`config.mk`:
```
export PLATFORM = sky130hd
export DESIGN_NAME = mux_2a1_rr_flat
export DESIGN_NICKNAME = d
export VERILOG_FILES = /design/src/rtl/mux_demux_pkg.sv /design/src/rtl/mux_2a1_rr_if.sv /design/src/rtl/mux_2a1_rr_fifo_lane.sv /design/src/rtl/mux_2a1_rr.sv /design/src/flat_wrapper.sv
export SDC_FILE = /design/constraint.sdc
export NUM_CORES = 1
export LEC_CHECK = 0
export ABC_AREA = 0
export CAP_MARGIN = 10
export CORE_AREA = 2 2 104 106
export CTS_BUF_LIST = sky130_fd_sc_hd__clkbuf_4
export CTS_CLUSTER_DIAMETER = 150
export DETAILED_ROUTE_END_ITERATION = 10
export DIE_AREA = 0 0 106 108
export PLACE_DENSITY = 0.61
export SLEW_MARGIN = 20
export SYNTH_ARGS = -nofsm -noshare
export SYNTH_HDL_FRONTEND = slang
export SYNTH_SLANG_ARGS = --single-unit
```
`constraint.sdc`:
```
create_clock -name clk -period 3 [get_ports clk]
set_clock_uncertainty 0.2 [all_clocks]
set_input_delay 0.3 -clock clk [delete_from_list [all_inputs] [get_ports clk]]
set_output_delay 0.3 -clock clk [all_outputs]
set_load 0.1 [all_outputs]
```
`src/rtl/mux_demux_pkg.sv`:
```
// Shared definitions for the alternating 1:2 demux / 2:1 mux pair on the split data path.
// Lane numbering must agree on both ends, otherwise the restored word order breaks.
package mux_demux_pkg;

  localparam int DEF_DATA_WIDTH = 8;
  localparam int DEF_FIFO_DEPTH = 4;
  localparam int NUM_LANES      = 2;

  localparam logic LANE0 = 1'b0;
  localparam logic LANE1 = 1'b1;

  // Occupancy counters need one extra bit to represent "completely full".
  function automatic int count_width(input int depth);
    return $clog2(depth) + 1;
  endfunction

endpackage

```
`src/rtl/mux_2a1_rr_if.sv`:
```
// Bundle of the two ingress lanes and the single backpressured egress stream of mux_2a1_rr.
interface mux_2a1_rr_if #(
  parameter int DATA_WIDTH = 8
);
  logic [DATA_WIDTH-1:0] data_in0;
  logic                  valid_in0;
  logic [DATA_WIDTH-1:0] data_in1;
  logic                  valid_in1;
  logic                  full0;
  logic                  full1;
  logic                  out_ready;
  logic [DATA_WIDTH-1:0] data_out;
  logic                  valid_out;
  logic                  err_overflow;

  modport master (
    output data_in0, valid_in0, data_in1, valid_in1, out_ready,
    input  full0, full1, data_out, valid_out, err_overflow
  );

  modport slave (
    input  data_in0, valid_in0, data_in1, valid_in1, out_ready,
    output full0, full1, data_out, valid_out, err_overflow
  );
endinterface

```
`src/rtl/mux_2a1_rr_fifo_lane.sv`:
```
// Small per-lane synchronous FIFO with a combinational head; a push into a full FIFO
// or a pop from an empty one is ignored.
module fifo_lane
  import mux_demux_pkg::*;
#(
  parameter int DATA_WIDTH = DEF_DATA_WIDTH,
  parameter int FIFO_DEPTH = DEF_FIFO_DEPTH
) (
  input  logic                               clk,
  input  logic                               reset_L,
  input  logic                               push,
  input  logic                               pop,
  input  logic [DATA_WIDTH-1:0]              data_in,
  output logic [DATA_WIDTH-1:0]              data_out,
  output logic                               empty,
  output logic                               full,
  output logic [count_width(FIFO_DEPTH)-1:0] count
);

  localparam int AW = $clog2(FIFO_DEPTH);
  localparam int CW = count_width(FIFO_DEPTH);

  logic [DATA_WIDTH-1:0] mem [FIFO_DEPTH];
  logic [AW-1:0]         wr_ptr_reg;
  logic [AW-1:0]         rd_ptr_reg;
  logic [CW-1:0]         count_reg;
  logic                  do_push;
  logic                  do_pop;

  assign empty    = (count_reg == '0);
  assign full     = (count_reg == CW'(FIFO_DEPTH));
  assign count    = count_reg;
  assign do_push  = push & ~full;
  assign do_pop   = pop & ~empty;
  assign data_out = mem[rd_ptr_reg];

  // Pointers wrap naturally because the depth is a power of two.
  always_ff @(posedge clk or negedge reset_L) begin
    if (!reset_L) begin
      wr_ptr_reg <= '0;
      rd_ptr_reg <= '0;
      count_reg  <= '0;
    end else begin
      if (do_push) wr_ptr_reg <= wr_ptr_reg + 1'b1;
      if (do_pop)  rd_ptr_reg <= rd_ptr_reg + 1'b1;
      case ({do_push, do_pop})
        2'b10:   count_reg <= count_reg + 1'b1;
        2'b01:   count_reg <= count_reg - 1'b1;
        default: count_reg <= count_reg;
      endcase
    end
  end

  always_ff @(posedge clk) begin
    if (do_push) mem[wr_ptr_reg] <= data_in;
  end

endmodule

```
`src/rtl/mux_2a1_rr.sv`:
```
// 2:1 interleaving mux: recombines two buffered lanes in strict lane0/lane1 alternation,
// undoing the alternating split, into one registered, backpressured output stream.
module mux_2a1_rr
  import mux_demux_pkg::*;
#(
  parameter int DATA_WIDTH = DEF_DATA_WIDTH,
  parameter int FIFO_DEPTH = DEF_FIFO_DEPTH
) (
  input  logic         clk,
  input  logic         reset_L,
  mux_2a1_rr_if.slave  bus
);

  localparam int CW = count_width(FIFO_DEPTH);

  logic [DATA_WIDTH-1:0] lane_data  [NUM_LANES];
  logic [DATA_WIDTH-1:0] lane_head  [NUM_LANES];
  logic [CW-1:0]         lane_count [NUM_LANES];
  logic [NUM_LANES-1:0]  lane_valid;
  logic [NUM_LANES-1:0]  lane_push;
  logic [NUM_LANES-1:0]  lane_pop;
  logic [NUM_LANES-1:0]  lane_empty;
  logic [NUM_LANES-1:0]  lane_fifo_full;
  logic [NUM_LANES-1:0]  lane_full;
  logic [NUM_LANES-1:0]  lane_ovf;

  logic                  sel_reg, sel_next;
  logic                  valid_out_reg, valid_out_next;
  logic [DATA_WIDTH-1:0] data_out_reg, data_out_next;
  logic                  err_reg, err_next;
  logic                  load;

  assign lane_data[LANE0]  = bus.data_in0;
  assign lane_data[LANE1]  = bus.data_in1;
  assign lane_valid[LANE0] = bus.valid_in0;
  assign lane_valid[LANE1] = bus.valid_in1;

  assign load = ~valid_out_reg | bus.out_ready;

  // full reflects the count at the start of the cycle; a same-cycle pop never frees room.
  for (genvar gi = 0; gi < NUM_LANES; gi++) begin : g_lane
    assign lane_full[gi] = (lane_count[gi] == CW'(FIFO_DEPTH));
    assign lane_push[gi] = lane_valid[gi] & ~lane_fifo_full[gi];
    assign lane_ovf[gi]  = lane_valid[gi] & lane_full[gi];
    assign lane_pop[gi]  = load & (sel_reg == 1'(gi)) & ~lane_empty[gi];

    fifo_lane #(
      .DATA_WIDTH (DATA_WIDTH),
      .FIFO_DEPTH (FIFO_DEPTH)
    ) u_fifo (
      .clk      (clk),
      .reset_L  (reset_L),
      .push     (lane_push[gi]),
      .pop      (lane_pop[gi]),
      .data_in  (lane_data[gi]),
      .data_out (lane_head[gi]),
      .empty    (lane_empty[gi]),
      .full     (lane_fifo_full[gi]),
      .count    (lane_count[gi])
    );
  end

  // Only the selected lane may be popped; an empty turn waits rather than skipping ahead.
  always_comb begin
    sel_next       = sel_reg;
    valid_out_next = valid_out_reg;
    data_out_next  = data_out_reg;
    err_next       = err_reg | (|lane_ovf);
    if (load) begin
      if (!lane_empty[sel_reg]) begin
        data_out_next  = lane_head[sel_reg];
        valid_out_next = 1'b1;
        sel_next       = ~sel_reg;
      end else begin
        valid_out_next = 1'b0;
      end
    end
  end

  always_ff @(posedge clk or negedge reset_L) begin
    if (!reset_L) begin
      sel_reg       <= LANE0;
      valid_out_reg <= 1'b0;
      data_out_reg  <= '0;
      err_reg       <= 1'b0;
    end else begin
      sel_reg       <= sel_next;
      valid_out_reg <= valid_out_next;
      data_out_reg  <= data_out_next;
      err_reg       <= err_next;
    end
  end

  assign bus.full0        = lane_full[LANE0];
  assign bus.full1        = lane_full[LANE1];
  assign bus.data_out     = data_out_reg;
  assign bus.valid_out    = valid_out_reg;
  assign bus.err_overflow = err_reg;

endmodule

```
`src/flat_wrapper.sv`:
```
// flat-port wrapper written by rule: the top's interface ports become plain ports
module mux_2a1_rr_flat import mux_demux_pkg::*;
#(
  parameter int DATA_WIDTH = DEF_DATA_WIDTH,
  parameter int FIFO_DEPTH = DEF_FIFO_DEPTH
)
  (clk, reset_L, bus_data_in0, bus_valid_in0, bus_data_in1, bus_valid_in1, bus_out_ready, bus_full0, bus_full1, bus_data_out, bus_valid_out, bus_err_overflow);
  mux_2a1_rr_if #(.DATA_WIDTH(DATA_WIDTH)) bus_i ();
  input  logic clk;
  input  logic reset_L;
  input wire logic [$bits(bus_i.data_in0)-1:0] bus_data_in0;
  input wire logic [$bits(bus_i.valid_in0)-1:0] bus_valid_in0;
  input wire logic [$bits(bus_i.data_in1)-1:0] bus_data_in1;
  input wire logic [$bits(bus_i.valid_in1)-1:0] bus_valid_in1;
  input wire logic [$bits(bus_i.out_ready)-1:0] bus_out_ready;
  output wire logic [$bits(bus_i.full0)-1:0] bus_full0;
  output wire logic [$bits(bus_i.full1)-1:0] bus_full1;
  output wire logic [$bits(bus_i.data_out)-1:0] bus_data_out;
  output wire logic [$bits(bus_i.valid_out)-1:0] bus_valid_out;
  output wire logic [$bits(bus_i.err_overflow)-1:0] bus_err_overflow;
  assign bus_i.data_in0 = bus_data_in0;
  assign bus_i.valid_in0 = bus_valid_in0;
  assign bus_i.data_in1 = bus_data_in1;
  assign bus_i.valid_in1 = bus_valid_in1;
  assign bus_i.out_ready = bus_out_ready;
  assign bus_full0 = bus_i.full0;
  assign bus_full1 = bus_i.full1;
  assign bus_data_out = bus_i.data_out;
  assign bus_valid_out = bus_i.valid_out;
  assign bus_err_overflow = bus_i.err_overflow;
  mux_2a1_rr #(.DATA_WIDTH(DATA_WIDTH), .FIFO_DEPTH(FIFO_DEPTH)) u_core (.clk(clk), .reset_L(reset_L), .bus(bus_i));
endmodule
```
==> run summary, run 1 <==
antenna violations before repair: 0
number of distinct library cell variants in the gate-level netlist after synthesis: 28
fraction of final layout cells sized beyond drive strength 1: 20.2%
I/O pin count: 33
CTS Buffer Depth: 2
dpl cells: 377
final wirelength: 6.23 mm
full die area: 11400 um^2
buffer type at the clock tree root: sky130_fd_sc_hd__clkbuf_4
Synthesized Nets: 243
Die Height: 108 um
CORE AREA: 10200 um^2
worst hold path type: primary input to async pin
warning count from the yosys run: 0
setup repair after global routing missed its margin: false
Diodes inserted: 0
relative contribution of the clock network to total power: 13.0%
total number of vias: 1821
worst r2r dst: u_core.g_lane[0].u_fifo.count[2]
Internal: 2.61 mW
Sum Neg Setup Slack: 0 ns
GP Congestion: 0.721
outcome: complete, no violations
crit start category: flop
FMAX: 424 MHz
pins over their slew limit: 0
global router's overall resource usage: 12.0%
Layout Area Growth over Synthesis: 16.0%
slew at the pin with the worst max-slew slack: 0.589 ns
most frequent cells in the layout: sky130_fd_sc_hd__edfxtp_1 (64), sky130_fd_sc_hd__dfrtp_1 (25), sky130_fd_sc_hd__clkdlybuf4s50_1 (20), sky130_fd_sc_hd__mux2i_1 (17), sky130_fd_sc_hd__buf_4 (17)
DRC violation total after the first TritonRoute iteration: 83
GRT Residual Overflow: 0
Sw Ratio: 41.4%
wire length of the first global-routing pass: 10.0 mm
Max H-tree Level: 3
clock transition at the registers of the reported paths: 0.15 ns
antenna violation net count after detailed routing: 0
number of maximum-capacitance violations: 0
max FFs per register: 64
required time of the worst setup path: 3.16 ns
sequential cell area fraction in the yosys report: 70.1%
cell count after synthesis: 210
final hold violations: 0
FF-to-FF setup slack: 0.64 ns
sequential group share of total power: 43.1%
TritonCTS clock tree: yes
HPWL after DPL: 4.26 mm
number of global-route vias before repair: 1903
Resize count post-CTS: 0
die width: 106 um
kind of end point of the critical path: flop
TritonCTS buffer count: 9
post-layout minimum cycle time: 2.36 ns
combinational share of power: 43.9%
most common library cell in the layout ignoring fill and taps: sky130_fd_sc_hd__edfxtp_1
pwr dens: 1060 nW/um^2
share of synthesized flip-flops with an asynchronous set or reset: 28.1%
worst IR drop on VDD: 0.412 mV
Avg Inst Size Synth: 17.3 um^2
critical path class: flop to flop
filler-free cell count of the finished design: 393
number of cells on the worst reg-to-reg path: 8
fin nets: 285
clock latency reported for the late side of the worst-skew pair: 0.44 ns
routed length per instance: 15.9 um
final critical-path share of the clock period: 78.6%
number of detailed-routing iterations run before antenna repair: 5
postcts setup bufs: 0
top_reg_cell synth: sky130_fd_sc_hd__edfxtp_1
cell area after synthesis: 3630 um^2
endpoints failing setup: 0
number of synthesized flops with an enable pin: 64
worst rel slew slack: 60.7%
largest driver fanout on the critical path: 11
number of vias per cell: 4.63
Synth Register Bits: 89
hold-fix buffers at CTS: 0
Sink Count: 89
Port Buffer Count: 32
cell leakage power: 1.60 nW
DRC violations left: 0
standard-cell row count: 37
net switching power of the design: 1.84 mW
largest net degree at the start of global routing: 26
data arrival time of the worst path: 2.52 ns
effective utilization at floorplan: 35.5%
worst r2r src: u_core.sel_reg
[stage by stage]
stage          hold WS (ns)  setup WS (ns)  util (%)  instance area (um^2)  power (mW)
6_report             0.0290          0.641      41.2                  4210        4.45
5_1_grt              0.0423          0.492      41.2                  4210        4.76
4_1_cts              0.0333          0.635      41.2                  4210        4.52
3_5_place_dp          0.268          0.414      40.0                  4100        3.94
3_3_place_gp          0.265          0.476      40.0                  4100        3.89
2_1_floorplan        -0.196         0.0969         -                  3630        3.45
[layer usage]
layer | wire (um) | GRT usage [%]
met4 | 108 | 6.20
met5 | 0 | 0
met2 | 3070 | 19.8
met1 | 2830 | 15.0
met3 | 233 | 2.65
[area by class of cell]
type,instances,area (um^2)
clock buffer,10,75.1
multi-input combinational,102,1000
inverter,13,48.8
tap,136,170
clock inverter,6,43.8
sequential,89,2550
timing repair buffer,37,328
fill,923,6020
[power by group through the flow]
stage	combinational [mW]	clock [mW]	sequential, mW
floorplan	1.18	0	2.28
global placement	1.95	0	1.94
detailed placement	1.99	0	1.95
CTS	1.99	0.608	1.92
global route	2.13	0.669	1.96
finish	1.95	0.580	1.92
[synth_stat cells (6+ instances only)]
library cell	n	share of area, %
sky130_fd_sc_hd__dfrtp_1	25	17
sky130_fd_sc_hd__xor2_1	6	1.4
sky130_fd_sc_hd__edfxtp_1	64	53
sky130_fd_sc_hd__inv_1	13	1.3
sky130_fd_sc_hd__xnor2_1	6	1.4
sky130_fd_sc_hd__and2_1	8	1.4
sky130_fd_sc_hd__o221ai_1	8	1.9
sky130_fd_sc_hd__nand2_1	13	1.3
sky130_fd_sc_hd__mux4_2	8	5.0
sky130_fd_sc_hd__ha_1	10	3.4
sky130_fd_sc_hd__mux2i_1	17	4.7
sky130_fd_sc_hd__mux2_2	10	3.1
[worst max-delay path, stage by stage, from the launching register on]
cell and delay (ns):
sky130_fd_sc_hd__dfrtp_1 0.55, sky130_fd_sc_hd__inv_1 0.18, sky130_fd_sc_hd__o311a_1 0.32, sky130_fd_sc_hd__ha_1 0.23, sky130_fd_sc_hd__inv_1 0.06, sky130_fd_sc_hd__fa_1 0.37, sky130_fd_sc_hd__xor2_1 0.15, sky130_fd_sc_hd__nor2_1 0.11
sky130_fd_sc_hd__xor2_1 0.14
[kinds of logic after synthesis]
kind of cell | after synthesis | share of synthesized area (%)
and+or+nand+nor | 30 | 4.27
AOI/OAI and AO/OA | 13 | 3.10
adders and majority gates | 12 | 4.55
xor gates and xnor gates | 12 | 2.89
muxes | 35 | 12.7
DFF | 89 | 70.1
buffers and inverters | 19 | 2.34
[worst max-delay path by stage]
stage / endpoint / cells past startpoint / start
floorplan: u_core.g_lane[0].u_fifo.count[2] / 10 / u_core.g_lane[0].u_fifo.count[0]
finish: u_core.g_lane[0].u_fifo.count[2] / 8 / u_core.sel_reg
global route: u_core.g_lane[0].u_fifo.count[2] / 8 / u_core.sel_reg
detailed placement: u_core.g_lane[0].u_fifo.count[2] / 9 / bus_out_ready
CTS: u_core.g_lane[0].u_fifo.count[2] / 8 / u_core.sel_reg
global placement: u_core.g_lane[0].u_fifo.count[2] / 9 / bus_out_ready
Note: power is estimated with default switching activity, not from simulation.
==> inputs of run 2 (changes only) <==
PLACE_DENSITY = 0.63   (was 0.61)
clock period = 1.9 ns   (was 3 ns; I/O delays follow)
==> run summary, run 2 (synthesis results as in run 1) <==
kind of end point of the critical path: flop
setup repair after global routing missed its margin: true
DRC violations left: 0 (unchanged)
antenna violations before repair: 0 (unchanged)
fin nets: 328 (+15%)
HPWL after DPL: 4.69 mm (+10%)
outcome: complete, but fails checks
final wirelength: 6.84 mm (+9.8%)
final hold slack: 0.170 ns (+0.141 ns)
wire length of the first global-routing pass: 10.7 mm (+6.7%)
Diodes inserted: 0 (unchanged)
Max stage delay on crit path: 0.52 ns (-0.03 ns)
number of maximum-capacitance violations: 0 (unchanged)
most frequent cells in the layout: sky130_fd_sc_hd__edfxtp_1 (64), sky130_fd_sc_hd__buf_4 (39), sky130_fd_sc_hd__dfrtp_1 (23), sky130_fd_sc_hd__clkdlybuf4s50_1 (20), sky130_fd_sc_hd__buf_12 (18)
number of global-route vias before repair: 2091 (+9.9%)
largest net degree at the start of global routing: 26 (unchanged)
failing checks: negative setup slack
Top delay family on crit path: flip-flops
max FFs per register: 64 (unchanged)
number of vias per cell: 4.58 (-1.1%)
Layout Area Growth over Synthesis: 38.8%
pwr dens: 1800 nW/um^2 (+71%)
fraction of final layout cells sized beyond drive strength 1: 44.0% (+24 points)
final hold violations: 0 (unchanged)
Sink Count: 89 (unchanged)
Die Height: 108 um (unchanged)
data arrival time of the worst path: 2.16 ns (-0.36 ns)
final critical-path share of the clock period: 105% (+27 points)
cell area after placement: 4640 um^2 (+13%)
TritonCTS buffer count: 9 (unchanged)
Max H-tree Level: 3 (unchanged)
GRT Residual Overflow: 0 (unchanged)
global router's overall resource usage: 12.6% (+0.57 points)
FMAX: 500 MHz (+18%)
die width: 106 um (unchanged)
clock latency reported for the late side of the worst-skew pair: 0.44 ns (about the same)
master of the slowest instance on the critical path: sky130_fd_sc_hd__dfrtp_4
CTS Buffer Depth: 2 (unchanged)
pins over their slew limit: 0 (unchanged)
worst hold path type: primary input to flop
CORE AREA: 10200 um^2 (unchanged)
setup slack after layout: -0.0984 ns (-0.739 ns)
Port Buffer Count: 32 (unchanged)
critical path class: flop to flop
antenna violation net count after detailed routing: 0 (unchanged)
TritonCTS clock tree: yes
I/O pin count: 33 (unchanged)
worst rel slew slack: 66.3% (+5.6 points)
DRC violation total after the first TritonRoute iteration: 91 (+9.6%)
ordered list of cells on the worst path: nand2b_4 -> o311a_4 -> ha_4 -> inv_2 -> fa_2 -> xor2_1 -> nor2_1 -> xor2_1
cell leakage power: 1.98 nW (+24%)
total number of vias: 1998 (+9.7%)
effective utilization at floorplan: 35.5% (unchanged)
endpoints failing setup: 5 (+5)
Buf+Inv Stages, Crit Path: 1 (-1)
most common library cell in the layout ignoring fill and taps: sky130_fd_sc_hd__edfxtp_1
slew at the pin with the worst max-slew slack: 0.505 ns (-0.0845 ns)
GP Congestion: 0.719 (-0.24%)
required time of the worst setup path: 2.06 ns (-1.10 ns)
standard-cell row count: 37 (unchanged)
cell with the most instances on the worst path: sky130_fd_sc_hd__xor2_1
post-layout minimum cycle time: 2.00 ns (-0.361 ns)
crit start category: flop
full die area: 11400 um^2 (unchanged)
largest driver fanout on the critical path: 3 (-8)
worst IR drop on VDD: 1.15 mV (+180%)
clock transition at the registers of the reported paths: 0.16 ns (about the same)
buffer type at the clock tree root: sky130_fd_sc_hd__clkbuf_4
routed length per instance: 15.7 um (-1.1%)
finished layout cell area: 5040 um^2 (+20%)
number of detailed-routing iterations run before antenna repair: 4 (-1)
-- run 2: changes by cell type in the layout (fill, tap and decap cells not counted), moves of 3 or more --
cell	before	now
sky130_fd_sc_hd__inv_1	13	5
sky130_fd_sc_hd__buf_4	17	39
sky130_fd_sc_hd__buf_12	0	18
sky130_fd_sc_hd__inv_2	0	8
sky130_fd_sc_hd__clkinv_4	3	0
sky130_fd_sc_hd__bufinv_16	0	3
sky130_fd_sc_hd__o221ai_2	0	7
sky130_fd_sc_hd__o221ai_1	8	1
sky130_fd_sc_hd__mux2_2	10	5
sky130_fd_sc_hd__mux2_4	0	5
sky130_fd_sc_hd__nand2_1	13	5
sky130_fd_sc_hd__nand2_2	0	8
-- run 2: cell type report --
type,instances,area [um^2]
clock inverters,7,133
inverters,13,48.8
repair buffers,80,900
flip-flops and latches,89,2550
multi-input cells,102,1170
clock buffers,9,67.6
fillers,860,5190
well taps,136,170
-- run 2: repair_timing --
| item | CTS | global route |
|---|---|---|
| setup buffers | 3 | 5 |
| setup endpoints to repair | 10 | 13 |
| gates cloned | 0 | 1 |
| gates resized for setup | 5 | 22 |
| hold buffers | 1 | 0 |
| pin swaps | 7 | 7 |
| endpoints found under the hold margin | 25 | 0 |
-- run 2: per-layer routing --
layer	part of all wire [%]	up-vias	track usage (%)
met5	0	-	0
met4	0.73	0	3.48
met3	3.7	4	3.74
met2	49	39	20.5
met1	46	1004	16.5
li1	-	951	-
-- run 2: through the flow --
stage	TNS (ns)	cells	worst slack (ns)	util [%]	power (mW)
after floorplan	-1.09	210	-0.332	-	5.60
after global placement	-1.57	411	-0.298	45.4	7.23
after detailed placement	-1.72	411	-0.325	45.4	7.32
after CTS	-0.347	431	-0.0913	47.9	8.82
after global routing	-0.588	436	-0.221	49.3	9.65
final	-0.224	436	-0.0984	49.3	9.10
-- run 2: power breakdown --
group	internal (mW)	switching [mW]
logic	2.34	2.34
clock network	0.691	0.678
registers	2.68	0.383
total	5.71	3.40
-- run 2: path summary, 6_finish.rpt --
path	start	endpoint	slack [ns]	cells after the start
max in group asynchronous	reset_L	u_core.bus.valid_out	0.73	3
min	bus_data_in1[7]	u_core.g_lane[1].u_fifo.mem[2][7]	0.17	1
max reg2reg	u_core.bus.valid_out	u_core.g_lane[0].u_fifo.count[2]	-0.1	8
min in group asynchronous	reset_L	u_core.g_lane[1].u_fifo.wr_ptr_reg[1]	0.47	3
min reg2reg	u_core.g_lane[0].u_fifo.rd_ptr_reg[0]	u_core.g_lane[0].u_fifo.rd_ptr_reg[0]	0.33	1
max	u_core.bus.valid_out	u_core.g_lane[0].u_fifo.count[2]	-0.1	8
==> inputs of run 3 (changes only) <==
PLACE_DENSITY = 0.61   (was 0.63)
==> run summary, run 3 (synthesis results as in run 1) <==
cell leakage power: 1.92 nW (-2.8%)
largest driver fanout on the critical path: 3 (unchanged)
required time of the worst setup path: 2.07 ns (about the same)
Sum Neg Setup Slack: -0.508 ns (-0.284 ns)
max FFs per register: 64 (unchanged)
ordered list of cells on the worst path: nand2b_4 -> o311a_4 -> ha_4 -> inv_2 -> fa_2 -> xor2_1 -> nor2_1 -> xor2_1
CORE AREA: 10200 um^2 (unchanged)
fin nets: 324 (-1.2%)
worst r2r dst: u_core.g_lane[0].u_fifo.count[2]
endpoints failing setup: 11 (+6)
CTS Buffer Depth: 2 (unchanged)
total number of vias: 1986 (-0.60%)
master of the slowest instance on the critical path: sky130_fd_sc_hd__dfrtp_4
pwr dens: 1750 nW/um^2 (-2.8%)
DRC violation total after the first TritonRoute iteration: 61 (-33%)
Port Buffer Count: 32 (unchanged)
slew at the pin with the worst max-slew slack: 0.424 ns (-0.0804 ns)
worst hold path stage count: 1 (unchanged)
largest net degree at the start of global routing: 26 (unchanged)
crit start category: flop
number of maximum-capacitance violations: 0 (unchanged)
worst hold endpoint: u_core.g_lane[0].u_fifo.mem[2][3]
pins over their slew limit: 0 (unchanged)
Top delay family on crit path: flip-flops
die width: 106 um (unchanged)
most frequent cells in the layout: sky130_fd_sc_hd__edfxtp_1 (64), sky130_fd_sc_hd__buf_4 (35), sky130_fd_sc_hd__dfrtp_1 (24), sky130_fd_sc_hd__clkdlybuf4s50_1 (20), sky130_fd_sc_hd__mux2i_1 (17)
GRT Residual Overflow: 0 (unchanged)
post-layout minimum cycle time: 1.99 ns (-0.00654 ns)
clock latency reported for the late side of the worst-skew pair: 0.45 ns (about the same)
filler-free cell count of the finished design: 432 (-0.92%)
final critical-path share of the clock period: 105% (-0.34 points)
clock transition at the registers of the reported paths: 0.17 ns (about the same)
final hold violations: 0 (unchanged)
most common library cell in the layout ignoring fill and taps: sky130_fd_sc_hd__edfxtp_1
worst hold path type: primary input to flop
routed length per instance: 15.4 um (-1.6%)
Buf+Inv Stages, Crit Path: 1 (unchanged)
number of global-route vias before repair: 2087 (-0.19%)
worst IR drop on VDD: 1.06 mV (-8.1%)
start point of the worst hold path: bus_data_in0[3]
data arrival time of the worst path: 2.16 ns (about the same)
worst rel slew slack: 71.7% (+5.4 points)
Max stage delay on crit path: 0.52 ns (about the same)
dpl cells: 405 (-1.5%)
standard-cell row count: 37 (unchanged)
buffer type at the clock tree root: sky130_fd_sc_hd__clkbuf_4
kind of end point of the critical path: flop
worst r2r src: u_core.bus.valid_out
setup slack after layout: -0.0918 ns (+0.00654 ns)
Sink Count: 89 (unchanged)
FMAX: 502 MHz (+0.33%)
setup repair after global routing missed its margin: true
Max H-tree Level: 3 (unchanged)
full die area: 11400 um^2 (unchanged)
effective utilization at floorplan: 35.5% (unchanged)
finished layout cell area: 4870 um^2 (-3.4%)
DRC violations left: 0 (unchanged)
Layout Area Growth over Synthesis: 34.0%
cell with the most instances on the worst path: sky130_fd_sc_hd__xor2_1
final wirelength: 6.67 mm (-2.5%)
fraction of final layout cells sized beyond drive strength 1: 37.8% (-6.2 points)
GP Congestion: 0.693 (-3.6%)
number of cells on the worst reg-to-reg path: 8 (unchanged)
antenna violations before repair: 0 (unchanged)
number of vias per cell: 4.60 (+0.32%)
global router's overall resource usage: 12.3% (-0.26 points)
critical path class: flop to flop
number of detailed-routing iterations run before antenna repair: 4 (unchanged)
wire length of the first global-routing pass: 10.5 mm (-1.9%)
FF-to-FF setup slack: -0.09 ns (about the same)
cell area after placement: 4550 um^2 (-2.0%)
antenna violation net count after detailed routing: 0 (unchanged)
I/O pin count: 33 (unchanged)
outcome: complete, but fails checks
HPWL after DPL: 4.68 mm (-0.21%)
TritonCTS buffer count: 9 (unchanged)
Diodes inserted: 0 (unchanged)
failing checks: negative setup slack
Die Height: 108 um (unchanged)
power after layout: 8.54 mW (-6.2%)
TritonCTS clock tree: yes
==> run 3: final cells by class <==
cell class	instances	area, um^2
clock inverters	7	68.8
multi-input cells	102	1120
fillers	876	5360
inverters	13	48.8
flip-flops and latches	89	2550
well taps	136	170
clock buffers	9	67.6
repair buffers	76	843
==> run 3: per-stage QoR <==
stage / worst slack, ns / hold WS, ns / util, %
3_3_place_gp: -0.306 / 0.293 / 44.5
3_5_place_dp: -0.354 / 0.296 / 44.5
6_report: -0.0918 / 0.159 / 47.6
2_1_floorplan: -0.332 / -0.306 / -
5_1_grt: -0.198 / 0.151 / 47.6
4_1_cts: -0.106 / 0.140 / 46.9
==> run 3: per-layer routing <==
metal	vias up	routed length (um)	global-route usage [%]
met5	-	0	0
met4	0	115	5.64
met3	11	168	2.17
met2	29	3320	20.5
met1	1004	3060	15.9
li1	942	-	-
==> run 3: how the worst max path moves through the flow <==
stage / start / to / slack, ns / cells after the start
after CTS: u_core.g_lane[0].u_fifo.count[1] / u_core.g_lane[0].u_fifo.count[2] / -0.11 / 10
after floorplan: u_core.g_lane[1].u_fifo.count[0] / u_core.g_lane[1].u_fifo.count[2] / -0.33 / 10
after global placement: bus_out_ready / u_core.g_lane[1].u_fifo.count[2] / -0.31 / 9
after global routing: u_core.g_lane[1].u_fifo.count[0] / u_core.g_lane[1].u_fifo.count[2] / -0.20 / 10
after detailed placement: bus_out_ready / u_core.g_lane[0].u_fifo.count[2] / -0.35 / 9
final: u_core.bus.valid_out / u_core.g_lane[0].u_fifo.count[2] / -0.09 / 8
==> run 3: where the power goes <==
part	internal, mW	switching (mW)
registers	2.68	0.336
clock network	0.309	0.722
logic	2.21	2.29
==> run 3: what timing repair did <==
| item | 4_1_cts | 5_1_grt |
|---|---|---|
| hold buffers | 1 | 0 |
| gates cloned | 0 | 1 |
| pin swaps | 9 | 8 |
| hold endpoints to repair | 25 | 0 |
| resized for setup | 8 | 11 |
| setup endpoints to repair | 12 | 14 |
| setup buffers | 7 | 4 |
